[src/rtl/screen_wr_bridge.sv]
// Screen-window store filter and FIFO between the CPU write port
// and the VGA framebuffer write port.
module screen_wr_bridge #(
  parameter int          DEPTH        = 16,
  parameter logic [14:0] SCREEN_BASE  = 15'h4000,
  parameter int          SCREEN_WORDS = 8192
) (
  input  logic                       clk,
  input  logic                       resetN,
  input  logic                       write_m,
  input  logic [14:0]                data_addr,
  input  logic [15:0]                out_m,
  input  logic                       fb_ready,
  output logic                       fb_wren,
  output logic [12:0]                fb_addr,
  output logic [15:0]                fb_data,
  input  logic                       ovf_clr,
  output logic [$clog2(DEPTH):0]     level,
  output logic                       overflow,
  output logic [7:0]                 drop_cnt
);

  localparam int AW = $clog2(DEPTH);
  localparam int LW = AW + 1;
  localparam logic [16:0] BASE17 = 17'(SCREEN_BASE);
  localparam logic [16:0] TOP17  = 17'(SCREEN_BASE) + 17'(SCREEN_WORDS);
  localparam logic [LW-1:0] FULL = LW'(DEPTH);

  logic [28:0]   mem_q [DEPTH];
  logic [AW-1:0] wr_ptr_q, wr_ptr_d;
  logic [AW-1:0] rd_ptr_q, rd_ptr_d;
  logic [LW-1:0] level_q, level_d;
  logic          fb_wren_q, fb_wren_d;
  logic [12:0]   fb_addr_q, fb_addr_d;
  logic [15:0]   fb_data_q, fb_data_d;
  logic          overflow_q, overflow_d;
  logic [7:0]    drop_cnt_q, drop_cnt_d;

  logic [16:0]   addr17;
  logic [12:0]   off;
  logic [AW-1:0] tail_ptr;
  logic [28:0]   head;
  logic [12:0]   tail_addr;
  logic          hit, pop, coalesce, push, drop;
  logic          mem_we;
  logic [AW-1:0] mem_waddr;

  always_comb begin
    addr17    = {2'b00, data_addr};
    hit       = write_m && (addr17 >= BASE17) && (addr17 < TOP17);
    off       = data_addr[12:0] - SCREEN_BASE[12:0];
    tail_ptr  = wr_ptr_q - AW'(1);
    head      = mem_q[rd_ptr_q];
    tail_addr = mem_q[tail_ptr][28:16];
    pop       = fb_ready && (level_q != '0);
    // A tail that is leaving this cycle can no longer absorb the store
    coalesce  = hit && (level_q != '0)
              && !((level_q == LW'(1)) && pop)
              && (tail_addr == off);
    push      = hit && !coalesce && ((level_q != FULL) || pop);
    drop      = hit && !coalesce && (level_q == FULL) && !pop;
    mem_we    = push || coalesce;
    mem_waddr = coalesce ? tail_ptr : wr_ptr_q;
  end

  always_comb begin
    wr_ptr_d   = wr_ptr_q;
    rd_ptr_d   = rd_ptr_q;
    level_d    = level_q;
    fb_wren_d  = 1'b0;
    fb_addr_d  = fb_addr_q;
    fb_data_d  = fb_data_q;
    overflow_d = overflow_q;
    drop_cnt_d = drop_cnt_q;
    if (push) wr_ptr_d = wr_ptr_q + AW'(1);
    if (pop) begin
      rd_ptr_d  = rd_ptr_q + AW'(1);
      fb_wren_d = 1'b1;
      fb_addr_d = head[28:16];
      fb_data_d = head[15:0];
    end
    unique case ({push, pop})
      2'b10:   level_d = level_q + LW'(1);
      2'b01:   level_d = level_q - LW'(1);
      default: level_d = level_q;
    endcase
    if (drop) begin
      overflow_d = 1'b1;
      if (ovf_clr)
        drop_cnt_d = 8'd1;
      else if (drop_cnt_q != 8'hFF)
        drop_cnt_d = drop_cnt_q + 8'd1;
    end else if (ovf_clr) begin
      overflow_d = 1'b0;
      drop_cnt_d = 8'd0;
    end
  end

  always_ff @(posedge clk) begin
    if (!resetN) begin
      wr_ptr_q   <= '0;
      rd_ptr_q   <= '0;
      level_q    <= '0;
      fb_wren_q  <= 1'b0;
      fb_addr_q  <= '0;
      fb_data_q  <= '0;
      overflow_q <= 1'b0;
      drop_cnt_q <= '0;
    end else begin
      wr_ptr_q   <= wr_ptr_d;
      rd_ptr_q   <= rd_ptr_d;
      level_q    <= level_d;
      fb_wren_q  <= fb_wren_d;
      fb_addr_q  <= fb_addr_d;
      fb_data_q  <= fb_data_d;
      overflow_q <= overflow_d;
      drop_cnt_q <= drop_cnt_d;
    end
  end

  always_ff @(posedge clk) begin
    if (resetN && mem_we) mem_q[mem_waddr] <= {off, out_m};
  end

  assign fb_wren  = fb_wren_q;
  assign fb_addr  = fb_addr_q;
  assign fb_data  = fb_data_q;
  assign level    = level_q;
  assign overflow = overflow_q;
  assign drop_cnt = drop_cnt_q;

endmodule

[config.mk]
export PLATFORM = sky130hd
export DESIGN_NAME = screen_wr_bridge
export DESIGN_NICKNAME = d
export VERILOG_FILES = /design/src/rtl/screen_wr_bridge.sv
export SDC_FILE = /design/constraint.sdc
export NUM_CORES = 1
export LEC_CHECK = 0
export BUFFER_PORTS_ARGS = -buffer_cell sky130_fd_sc_hd__buf_4
export CAP_MARGIN = 15
export CORE_MARGIN = 4
export CORE_UTILIZATION = 50
export DETAILED_ROUTE_END_ITERATION = 16
export PLACE_DENSITY = 0.67
export SLEW_MARGIN = 20
export SYNTH_ARGS = -nofsm -noshare
export SYNTH_HDL_FRONTEND = slang
export SYNTH_SLANG_ARGS = --single-unit
[constraint.sdc]
create_clock -name clk -period 8.4 [get_ports clk]
set_input_delay 1.68 -clock clk [delete_from_list [all_inputs] [get_ports clk]]
set_output_delay 1.68 -clock clk [all_outputs]
set_load 0.05 [all_outputs]
==> results.txt <==
Combined area of the multi-input logic cells -> 6990 µm²
Leakage power -> 0.00799 µW
WP data arrival -> 6540 ps
Clock Sinks -> 516
Routed WL per cell -> 27.9 µm
Hold path cells -> 2
Port-buffer cells -> 79
Hold violation total from the final report -> 0
Antenna violations before repair -> 2
Router iterations before antenna repair -> 5
Type of the most critical hold path -> reg2reg
Number of synthesized flops with an enable pin -> 464
Startpoint of the tightest hold check path -> fb_data[2]
Critical path peak fanout -> 31
Transition at the pin with the smallest max-transition slack -> 1250 ps
Portion of the post-synthesis area used by sequential elements -> 67.7%
Max Freq -> 0.159 GHz
TritonCTS buffer count -> 52
Crit path launch type -> register
# hold bufs at CTS -> 0
Worst Slack Setup Final -> 2120 ps
Top-Level Pins -> 80
Register-to-register setup slack -> 2120 ps
Final sum of negative setup slack -> 0 ps
Area growth, synth to finish -> 15.3%
Post-DRT Antenna Nets -> 0
Wire length of the first global-routing pass -> 80.5 mm
Synth Register Bits -> 516
Final HPWL DP -> 34.3 mm
Clock root buffer -> sky130_fd_sc_hd__clkbuf_16
Power Density -> 267 nW/µm²
Final setup fails -> 0
Core footprint -> 43,400 µm²
Worst Skew -> 22.8 ps
Number of warnings reported in the yosys synthesis log -> 0
Via total after detailed routing -> 11,800
Register area -> 15,000 µm²
R2R depth -> 12
Setup Crit Path Kind -> reg2reg
Syn Area/Cell -> 18.8 µm²
Syn Std Cell Area -> 22,100 µm²
Reg-to-reg endpoint -> mem_q[1][10]
Share of the clock period used by the worst path after layout -> 74.7%
Worst min-delay path endpoint -> fb_data[2]
Reg2reg start -> wr_ptr_q[0]
Max-cap check violation count -> 0
Die Height -> 218 µm
FP Rows -> 76
Worst slew margin relative to its limit -> 16.2%
Maximum vdd drop -> 0.295 mV
Count of distinct cell types in the synthesized netlist -> 64
Initial Utilization -> 51.0%
Net total in the final layout -> 1,308
CP endpoint kind -> register
Highest-count cells in the layout ignoring fill and taps -> sky130_fd_sc_hd__edfxtp_1, sky130_fd_sc_hd__mux4_2, sky130_fd_sc_hd__buf_4
Die Wd -> 218 µm
Maximum clock insertion buffer count -> 3
CTS tree -> yes
Unrepaired setup endpoints after global routing -> false
Number of H-tree branching levels -> 2
CP required -> 8660 ps
Cell occurring most often along the worst timing path -> sky130_fd_sc_hd__mux2_2
Final design instance area without fill -> 25,500 µm²
Clock insertion delay at the later pin of the skew report -> 600 ps
Library cell occupying the most area in the post-synthesis netlist -> sky130_fd_sc_hd__edfxtp_1
Total detailed-routing wirelength -> 52.7 mm
Number of standard cells after synthesis -> 1,175
Via count of the first global-routing pass -> 12,400
Post-synth top area share -> 63.0%
GR Overflow Total -> 0
Slowest CP cell -> sky130_fd_sc_hd__ha_2
Flip-flop cell with the highest count after synthesis -> sky130_fd_sc_hd__edfxtp_1
Worst-case setup slack after placement -> 2090 ps
Most frequent standard cell in the layout excluding fill and tap cells -> sky130_fd_sc_hd__edfxtp_1
Share of post-route cells with drive strength above 1 -> 32.7%
Number of fill cells -> 3,214
Area contributors post-synth -> sky130_fd_sc_hd__edfxtp_1, sky130_fd_sc_hd__mux4_2, sky130_fd_sc_hd__dfxtp_1
Post-detailed-placement cell area -> 23,800 µm²
Slew Viols, Final -> 0
Routed via count divided by cell count -> 6.24
Number of instances resized during post-cts repair -> 0
Largest net degree at the start of global routing -> 80
Utilization after layout -> 58.8%
Ordered cell list for the critical path -> inv_2 -> ha_2 -> mux2_2 -> mux4_2 -> mux2_2 -> a2111oi_4 -> nor4b_2 -> or4b_1 -> nor2_1 -> nand3_1 -> a21oi_4 -> buf_4
Area of the die -> 47,700 µm²
First-iteration detailed-routing DRC count -> 1,163
Post-CTS setup buffer count -> 0
Antenna diodes -> 0
GR Util All Layers -> 22.7%
Reg clk slew, reported paths -> 60 ps
Proportion of synthesized flip-flops having asynchronous set or reset -> 0%
Final Wtd Congestion -> 0.906
Fin crit period -> 6280 ps
CP peak stage delay -> 940 ps
Final hold slack -> 454 ps
Post-synth net total -> 1,219
Remaining routing DRC violations -> 0
Run status -> finished, final reports clean
## synthesized netlist by cell type, types with 3 or more instances
cell	instances
sky130_fd_sc_hd__buf_6	4
sky130_fd_sc_hd__dfxtp_1	52
sky130_fd_sc_hd__mux4_2	195
sky130_fd_sc_hd__xnor2_1	10
sky130_fd_sc_hd__nand3b_1	3
sky130_fd_sc_hd__o211ai_1	5
sky130_fd_sc_hd__or2_2	3
sky130_fd_sc_hd__o31ai_1	7
sky130_fd_sc_hd__edfxtp_1	464
sky130_fd_sc_hd__or4_1	12
sky130_fd_sc_hd__xor2_1	9
sky130_fd_sc_hd__and3_1	10
sky130_fd_sc_hd__buf_1	20
sky130_fd_sc_hd__nand2b_1	5
sky130_fd_sc_hd__mux2_2	10
sky130_fd_sc_hd__nor3_1	4
sky130_fd_sc_hd__nor2_1	25
sky130_fd_sc_hd__inv_1	8
sky130_fd_sc_hd__a21oi_1	60
sky130_fd_sc_hd__a211oi_1	5
sky130_fd_sc_hd__o21ai_0	12
sky130_fd_sc_hd__buf_2	10
sky130_fd_sc_hd__a31oi_1	3
sky130_fd_sc_hd__ha_1	8
sky130_fd_sc_hd__mux2i_1	27
sky130_fd_sc_hd__clkbuf_1	36
sky130_fd_sc_hd__nand2_1	91
sky130_fd_sc_hd__o31a_1	3
sky130_fd_sc_hd__nand3_1	18
sky130_fd_sc_hd__nand4_1	6
sky130_fd_sc_hd__buf_4	3
## kinds of logic (layout without fill, tap and decap cells)
| family | Yosys count | in the layout | synth area share, % |
|---|---|---|---|
| buffers and inverters | 83 | 213 | 1.66 |
| AOI/OAI and AO/OA | 126 | 126 | 3.73 |
| muxes | 232 | 232 | 21.6 |
| xor gates and xnor gates | 19 | 19 | 0.752 |
| and+or+nand+nor | 191 | 191 | 4.15 |
| adders and majority gates | 8 | 8 | 0.452 |
| DFF | 516 | 516 | 67.7 |
## stage by stage
stage | power (µW) | std cells
global route | 7110 | 1890
detailed placement | 4550 | 1794
finish | 6820 | 1890
CTS | 6900 | 1889
floorplan | 4060 | 1175
global placement | 4530 | 1784
## sequential cells by signal, indices dropped and copies added (netlist names)
signal / flops
fb_addr: 13
drop_cnt: 8
mem_q: 464
rd_ptr_q: 4
fb_data: 16
overflow: 1
level: 5
fb_wren: 1
wr_ptr_q: 4
## report_power, final
| part | total (µW) | internal, µW | leakage [µW] | switching (µW) |
|---|---|---|---|---|
| Sequential | 2980 | 2860 | 0.00460 | 114 |
| Clock | 2350 | 1380 | 0.000839 | 964 |
| Combinational | 1500 | 636 | 0.00255 | 861 |
| Total | 6820 | 4880 | 0.00799 | 1940 |
## layer usage
layer | up-vias | part of all wire, % | global-route usage, %
met3 | 75 | 6.7 | 4.02
met1 | 6157 | 41 | 31.9
met2 | 490 | 50 | 37.5
met5 | - | 0 | 0
met4 | 0 | 2.4 | 5.90
li1 | 5072 | - | -
## worst max-delay path: cells and delay by family (launching register included)
| kind | cells | cell delay, ps |
|---|---|---|
| multiplexers | 3 | 1240 |
| buffers and inverters | 2 | 610 |
| flip-flops | 1 | 450 |
| AND/OR/NAND/NOR | 4 | 1620 |
| AO/OA/AOI/OAI | 2 | 1040 |
| adder cells (fa/ha/maj) | 1 | 940 |
## worst max-delay path by stage
stage,startpoint,to,slack [ps],cells past startpoint
floorplan,wr_ptr_q[0],mem_q[10][0],2390,14
global placement,wr_ptr_q[0],mem_q[5][10],2200,11
detailed placement,wr_ptr_q[0],mem_q[12][13],2090,11
CTS,wr_ptr_q[0],mem_q[12][13],2070,11
global route,wr_ptr_q[0],mem_q[1][24],1880,12
finish,wr_ptr_q[0],mem_q[1][10],2120,12
## layout make-up
cell class	count	share of cell area, %
Clock buffer	68	5.61
Clock inverter	27	1.21
Inverter	9	0.132
Multi-Input combinational cell	576	27.4
Sequential cell	516	58.7
Tap cell	585	2.87
Timing Repair Buffer	109	4.02
No activity file was read; power rests on OpenSTA's default activity.
